--- config.mk ---
export PLATFORM = sky130hd
export DESIGN_NAME = hazard_scoreboard_flat
export DESIGN_NICKNAME = d
export VERILOG_FILES = /design/src/rtl/hazard_scoreboard_pkg.sv /design/src/rtl/hazard_scoreboard_if.sv /design/src/rtl/hazard_scoreboard_sb_entry.sv /design/src/rtl/hazard_scoreboard.sv /design/src/flat_wrapper.sv
export SDC_FILE = /design/constraint.sdc
export NUM_CORES = 1
export LEC_CHECK = 0
export BUFFER_PORTS_ARGS = -buffer_cell sky130_fd_sc_hd__clkbuf_2
export CAP_MARGIN = 20
export CORE_ASPECT_RATIO = 1.25
export CORE_MARGIN = 10
export CORE_UTILIZATION = 25
export DETAILED_ROUTE_END_ITERATION = 10
export SETUP_SLACK_MARGIN = 0.15
export SYNTH_ARGS = -nofsm -noshare
export SYNTH_HDL_FRONTEND = slang
export SYNTH_HIERARCHICAL = 1
export SYNTH_SLANG_ARGS = --single-unit
export TNS_END_PERCENT = 30
--- constraint.sdc ---
create_clock -name clk -period 4.4 [get_ports clk]
set_clock_uncertainty 0.05 [all_clocks]
set_input_delay 0.66 -clock clk [delete_from_list [all_inputs] [get_ports clk]]
set_output_delay 0.66 -clock clk [all_outputs]
set_load 0.05 [all_outputs]
--- src/rtl/hazard_scoreboard_pkg.sv ---
// Shared pipeline definitions for the two-slot VLIW issue logic.
package hazard_scoreboard_pkg;

  typedef logic [2:0] reg_idx_t;
  typedef logic [1:0] cd_t;

  localparam reg_idx_t REG_ZERO = 3'd0;

  localparam int unsigned S_ALU_LAT_DEF = 1;
  localparam int unsigned LOAD_LAT_DEF  = 1;

  typedef enum logic {
    RUN   = 1'b0,
    STALL = 1'b1
  } sb_state_t;

endpackage

--- src/rtl/hazard_scoreboard_if.sv ---
// ID-stage bundle description and the resulting hold/bubble controls.
interface hazard_scoreboard_if;
  import hazard_scoreboard_pkg::*;

  logic     id_valid;
  logic     id_flush;
  reg_idx_t id_rm;
  reg_idx_t id_rn;
  reg_idx_t id_sm;
  reg_idx_t id_sn;
  reg_idx_t id_rd;
  logic     id_r_regwrite;
  reg_idx_t id_sd;
  logic     id_s_regwrite;
  logic     id_s_memread;
  logic     id_s_memwrite;
  logic     stall;
  logic     bubble;
  logic     stall_start;

  modport master (
    output id_valid, id_flush, id_rm, id_rn, id_sm, id_sn, id_rd,
           id_r_regwrite, id_sd, id_s_regwrite, id_s_memread, id_s_memwrite,
    input  stall, bubble, stall_start
  );

  modport slave (
    input  id_valid, id_flush, id_rm, id_rn, id_sm, id_sn, id_rd,
           id_r_regwrite, id_sd, id_s_regwrite, id_s_memread, id_s_memwrite,
    output stall, bubble, stall_start
  );

endinterface

--- src/rtl/hazard_scoreboard_sb_entry.sv ---
// Per-register write countdown: reload on issue, otherwise count down to zero.
module sb_entry
  import hazard_scoreboard_pkg::*;
(
  input  logic clk,
  input  logic rst_n,
  input  logic load,
  input  cd_t  load_val,
  output logic pending
);

  cd_t cd;

  always_ff @(posedge clk or negedge rst_n) begin
    if (!rst_n) begin
      cd <= '0;
    end else if (load) begin
      cd <= load_val;
    end else if (cd != '0) begin
      cd <= cd - 2'd1;
    end
  end

  assign pending = (cd != '0);

endmodule

--- src/rtl/hazard_scoreboard.sv ---
// Issue-side hazard scoreboard: holds the ID bundle while an S-slot result
// is still too young to be bypassed into EX.
module hazard_scoreboard
  import hazard_scoreboard_pkg::*;
#(
  parameter int unsigned NREGS     = 8,
  parameter int unsigned S_ALU_LAT = S_ALU_LAT_DEF,
  parameter int unsigned LOAD_LAT  = LOAD_LAT_DEF,
  parameter int unsigned CNT_W     = 16
) (
  input  logic                clk,
  input  logic                rst_n,
  hazard_scoreboard_if.slave  id,
  output logic [NREGS-1:0]    pending,
  output logic [CNT_W-1:0]    stall_cycles
);

  localparam cd_t S_ALU_CD = cd_t'(S_ALU_LAT);
  localparam cd_t LOAD_CD  = cd_t'(LOAD_LAT);

  sb_state_t        state;
  sb_state_t        state_next;
  logic             any_hot;
  logic             stall_int;
  logic             issue;
  cd_t              s_lat;
  logic [NREGS-1:0] load_vec;
  cd_t              load_val [NREGS];

  function automatic logic is_hot(input reg_idx_t r, input logic [NREGS-1:0] pend);
    return (r != REG_ZERO) && pend[r];
  endfunction

  always_comb begin
    any_hot = is_hot(id.id_rm, pending) | is_hot(id.id_rn, pending) |
              is_hot(id.id_sm, pending) | is_hot(id.id_sn, pending) |
              (id.id_s_memwrite & is_hot(id.id_sd, pending));
  end

  assign stall_int      = id.id_valid & ~id.id_flush & any_hot;
  assign issue          = id.id_valid & ~id.id_flush & ~stall_int;
  assign s_lat          = id.id_s_memread ? LOAD_CD : S_ALU_CD;
  assign id.stall       = stall_int;
  assign id.bubble      = stall_int;
  assign id.stall_start = stall_int & (state == RUN);

  // S-slot match is tested last so it overrides an R-slot write to the same register.
  always_comb begin
    load_vec = '0;
    for (int unsigned i = 0; i < NREGS; i++) begin
      load_val[i] = '0;
      if (i != 0) begin
        if (issue && id.id_r_regwrite && (id.id_rd == reg_idx_t'(i))) begin
          load_vec[i] = 1'b1;
          load_val[i] = '0;
        end
        if (issue && id.id_s_regwrite && (id.id_sd == reg_idx_t'(i))) begin
          load_vec[i] = 1'b1;
          load_val[i] = s_lat;
        end
      end
    end
  end

  assign pending[0] = 1'b0;

  for (genvar g = 1; g < NREGS; g++) begin : g_entry
    sb_entry u_entry (
      .clk      (clk),
      .rst_n    (rst_n),
      .load     (load_vec[g]),
      .load_val (load_val[g]),
      .pending  (pending[g])
    );
  end

  always_comb begin
    state_next = state;
    case (state)
      RUN:     if (stall_int)  state_next = STALL;
      STALL:   if (!stall_int) state_next = RUN;
      default: state_next = RUN;
    endcase
  end

  always_ff @(posedge clk or negedge rst_n) begin
    if (!rst_n) begin
      state <= RUN;
    end else begin
      state <= state_next;
    end
  end

  always_ff @(posedge clk or negedge rst_n) begin
    if (!rst_n) begin
      stall_cycles <= '0;
    end else if (stall_int && (stall_cycles != '1)) begin
      stall_cycles <= stall_cycles + 1'b1;
    end
  end

endmodule

--- src/flat_wrapper.sv ---
// flat-port wrapper written by rule: the top's interface ports become plain ports
module hazard_scoreboard_flat import hazard_scoreboard_pkg::*;
#(
  parameter int unsigned NREGS     = 8,
  parameter int unsigned S_ALU_LAT = S_ALU_LAT_DEF,
  parameter int unsigned LOAD_LAT  = LOAD_LAT_DEF,
  parameter int unsigned CNT_W     = 16
)
  (clk, rst_n, pending, stall_cycles, id_id_valid, id_id_flush, id_id_rm, id_id_rn, id_id_sm, id_id_sn, id_id_rd, id_id_r_regwrite, id_id_sd, id_id_s_regwrite, id_id_s_memread, id_id_s_memwrite, id_stall, id_bubble, id_stall_start);
  hazard_scoreboard_if id_i ();
  input  logic clk;
  input  logic rst_n;
  output logic [NREGS-1:0] pending;
  output logic [CNT_W-1:0] stall_cycles;
  input wire logic [$bits(id_i.id_valid)-1:0] id_id_valid;
  input wire logic [$bits(id_i.id_flush)-1:0] id_id_flush;
  input wire logic [$bits(id_i.id_rm)-1:0] id_id_rm;
  input wire logic [$bits(id_i.id_rn)-1:0] id_id_rn;
  input wire logic [$bits(id_i.id_sm)-1:0] id_id_sm;
  input wire logic [$bits(id_i.id_sn)-1:0] id_id_sn;
  input wire logic [$bits(id_i.id_rd)-1:0] id_id_rd;
  input wire logic [$bits(id_i.id_r_regwrite)-1:0] id_id_r_regwrite;
  input wire logic [$bits(id_i.id_sd)-1:0] id_id_sd;
  input wire logic [$bits(id_i.id_s_regwrite)-1:0] id_id_s_regwrite;
  input wire logic [$bits(id_i.id_s_memread)-1:0] id_id_s_memread;
  input wire logic [$bits(id_i.id_s_memwrite)-1:0] id_id_s_memwrite;
  output wire logic [$bits(id_i.stall)-1:0] id_stall;
  output wire logic [$bits(id_i.bubble)-1:0] id_bubble;
  output wire logic [$bits(id_i.stall_start)-1:0] id_stall_start;
  assign id_i.id_valid = id_id_valid;
  assign id_i.id_flush = id_id_flush;
  assign id_i.id_rm = id_id_rm;
  assign id_i.id_rn = id_id_rn;
  assign id_i.id_sm = id_id_sm;
  assign id_i.id_sn = id_id_sn;
  assign id_i.id_rd = id_id_rd;
  assign id_i.id_r_regwrite = id_id_r_regwrite;
  assign id_i.id_sd = id_id_sd;
  assign id_i.id_s_regwrite = id_id_s_regwrite;
  assign id_i.id_s_memread = id_id_s_memread;
  assign id_i.id_s_memwrite = id_id_s_memwrite;
  assign id_stall = id_i.stall;
  assign id_bubble = id_i.bubble;
  assign id_stall_start = id_i.stall_start;
  hazard_scoreboard #(.NREGS(NREGS), .S_ALU_LAT(S_ALU_LAT), .LOAD_LAT(LOAD_LAT), .CNT_W(CNT_W)) u_core (.clk(clk), .rst_n(rst_n), .id(id_i), .pending(pending), .stall_cycles(stall_cycles));
endmodule
==> results.txt <==
status = complete, no violations
clock-pin slew on the worst setup and hold paths = 0.06 ns
cell leakage power = 1.325 nW
Die Area = 13350 um^2
CTS root buffer = clkbuf_8
Worst path most repeated cell = inv_1
Cell Pwr Density = 555.5 nW/um^2
ys async rst share = 1.000
Initial Util = 0.2589
highest clock rate = 0.3115 GHz
top post-synthesis cells by area = dfrtp_1, xor2_1, nor2b_1, nand2_1, ha_1
Worst path top cell family by delay = buffers and inverters
final setup margin = 1.189 ns
Synth Register Bits = 31
Gate power share = 0.553
crit path cell chain = inv_1, ha_1, inv_1, mux2_1, a221o_1, o211a_2, nor3_4, nor2_1, clkbuf_2
Int Power = 0.8021 mW
Hold Buf Count CTS = 0
Worst-Margin Slew = 0.7952 ns
Synth Instances = 244
die height = 126.7 um
Netlist Area Pre-Place = 2277 um^2
clock buffer depth = 2
drc violations = 0
number of global-route vias before repair = 2126
switching portion of total power = 0.4726
later-pin clock latency in the skew report = 0.28 ns
Fin Setup TNS = 0 ns
min Tclk post-route = 3.211 ns
filler cell count = 943
1st-iter DRT viols = 100
Antenna Cells = 0
P&R area growth vs syn = 20.22%
Post-Synth Simple-Gate Area = 0.2670
Peak VDD IR = 0.3770 mV
Hold Crit Class = in2async
max-slew violation count = 0
sw power = 0.7187 mW
Routed Antenna Nets = 0
initial antenna violation count = 0
total power = 1.521 mW
Reg power frac = 0.305
CP Max Fanout = 6
Bufs and invs on worst path = 3
slew margin rel. = 0.4699
IO Count = 53
main combinational cell family by area after synthesis = simple AND/OR/NAND/NOR gates
Final Hold Fails = 0
Design Area, Final = 2738 um^2
PortBufs = 50
CTS buffer count = 5
Final GP Congestion = 0.8370
CTS tree = built
width of the die = 105.4 um
Layout Nets = 335
unrepaired setup endpoints after global routing = no
Clock Sinks = 31
CP Class = reg2out
DRT Wirelength = 5399 um
Main synth FF type = dfrtp_1
final worst path period share = 0.7297
xor/xnor share of the synthesized area = 0.08077
largest net degree at the start of global routing = 32
Detail Placement HPWL = 4302 um
Yosys top cell by area = dfrtp_1
post-synth top area share = 0.3407
Post-synth top cells = dfrtp_1, nand2_1, inv_1, nor2b_1, xor2_1
number of synthesized flops with an enable pin = 0
Post-DP Area = 2654 um^2
PostCTS Resize Cnt = 0
CP peak stage delay = 0.39 ns
register area share after synthesis = 0.3407
Avg WL per Cell = 12.79 um
Final Setup Violations = 0
# rows = 38
H-tree depth = 2
Critical Path Slowest Stage Cell = dfrtp_1
mux cell area share after synthesis = 0.1033
Avg Inst Size Synth = 9.333 um^2
share of cells above drive strength 1 = 0.2781
setup repair bufs after CTS = 0
global-route wire length before repair = 9473 um
top-count cell post-synth = dfrtp_1
Synth warnings = 6
CP Data Required Time = 3.69 ns
synth unique cells = 38
Via Count = 1960
core area = 8796 um^2
Synth Area in Compound Gates = 0.09945
pre-CTS WS = 1.362 ns
crit end category = output port
DRT Pass-1 Iters = 4
vias per cell = 4.645
GRT overflow = 0
Critical Path AT = 2.50 ns
Setup crit start kind = register
Adder-Cell Fraction of Synth Area = 0.04396
Tot GR Track Use = 0.08256
clock power share = 0.142
Max-Cap Viols = 0
==> logic make-up after synthesis <==
family / Yosys count
AOI/OAI and AO/OA: 27
other: 1
xor gates and xnor gates: 21
buffers and inverters: 31
adders and majority gates: 8
and+or+nand+nor: 107
muxes: 18
DFF: 31
==> power by group through the flow <==
stage / Sequential, mW / Combinational (mW) / Clock [mW]
final: 0.464 / 0.842 / 0.215
after global routing: 0.477 / 0.946 / 0.241
after CTS: 0.465 / 0.856 / 0.228
after detailed placement: 0.469 / 0.850 / 0
after global placement: 0.464 / 0.818 / 0
after floorplan: 0.546 / 0.573 / 0
==> cells in the final DEF (no fill, tap or decap), types with 2 or more instances in the layout <==
| cell | n |
|---|---|
| clkbuf_2 | 50 |
| dfrtp_1 | 31 |
| nand2_1 | 28 |
| inv_1 | 23 |
| nor2b_1 | 21 |
| xor2_1 | 21 |
| nor2_1 | 16 |
| nor3_1 | 11 |
| mux2i_1 | 10 |
| o31ai_2 | 8 |
| o21ai_0 | 8 |
| ha_1 | 8 |
| conb_1 | 8 |
| nand3_1 | 6 |
| nor4_2 | 6 |
| clkbuf_8 | 5 |
| and3_1 | 5 |
| nand4_1 | 5 |
| mux4_2 | 4 |
| clkinv_2 | 3 |
| a31oi_1 | 3 |
| mux2_1 | 2 |
| mux2_2 | 2 |
| nor3b_1 | 2 |
| nand2b_1 | 2 |
| a21oi_1 | 2 |
==> cell type report <==
| cell class | count | area [um^2] | share of cell area |
|---|---|---|---|
| Timing Repair Buffer | 51 | 257.7 | 0.09415 |
| Clock inverter | 3 | 15.01 | 0.005484 |
| Multi-Input combinational cell | 189 | 1384 | 0.5055 |
| Sequential cell | 31 | 775.7 | 0.2834 |
| Clock buffer | 5 | 68.82 | 0.02514 |
| Inverter | 23 | 86.33 | 0.03154 |
| Tap cell | 120 | 150.1 | 0.05484 |
==> final timing paths <==
check	from	endpoint	slack, ns	depth (start not counted)
worst min-delay path	rst_n	u_core/stall_cycles[8]$_DFFE_PN0P_	0.41	1
worst max-delay path	u_core/g_entry[1].u_entry/cd[0]$_DFFE_PN0P_	id_bubble	1.19	9
worst max register to register	u_core/g_entry[1].u_entry/cd[0]$_DFFE_PN0P_	u_core/g_entry[6].u_entry/cd[0]$_DFFE_PN0P_	1.42	11
worst min register to register	u_core/stall_cycles[8]$_DFFE_PN0P_	u_core/stall_cycles[8]$_DFFE_PN0P_	0.44	1
max in group asynchronous	rst_n	u_core/stall_cycles[4]$_DFFE_PN0P_	3.40	1
min in group clk	u_core/stall_cycles[8]$_DFFE_PN0P_	u_core/stall_cycles[8]$_DFFE_PN0P_	0.44	1
==> state kept, by name, indices dropped and copies added (netlist names) <==
register	count
u_core/stall_cycles	16
u_core/g_entry.u_entry/cd	14
u_core/state	1
==> worst reg2reg max path, stage by stage, from the launching register on <==
cell and delay, ns:
dfrtp_1 0.39, inv_1 0.07, ha_1 0.22, inv_1 0.16, mux2_1 0.32, a221o_1 0.30
o211a_2 0.15, nor3_4 0.26, buf_4 0.32, nand2_4 0.13, a21oi_1 0.33, o21ai_0 0.15
==> metrics by stage <==
stage          hold WS, ns  instances    util
6_report            0.4070        422  0.3112
3_5_place_dp        0.4347        414  0.3017
2_1_floorplan       0.3144        251       -
3_3_place_gp        0.4301        414  0.3017
5_1_grt             0.4559        422  0.3112
4_1_cts             0.4319        422  0.3112
==> layer usage <==
| layer | vias to the layer above | wire [um] | GRT usage |
|---|---|---|---|
| met2 | 70 | 2280 | 0.1221 |
| met3 | 6 | 487 | 0.03850 |
| li1 | 949 | - | - |
| met1 | 935 | 2575 | 0.1018 |
| met4 | 0 | 56 | 0.03155 |
| met5 | - | 0 | 0 |
(Power assumes the default switching activity.)
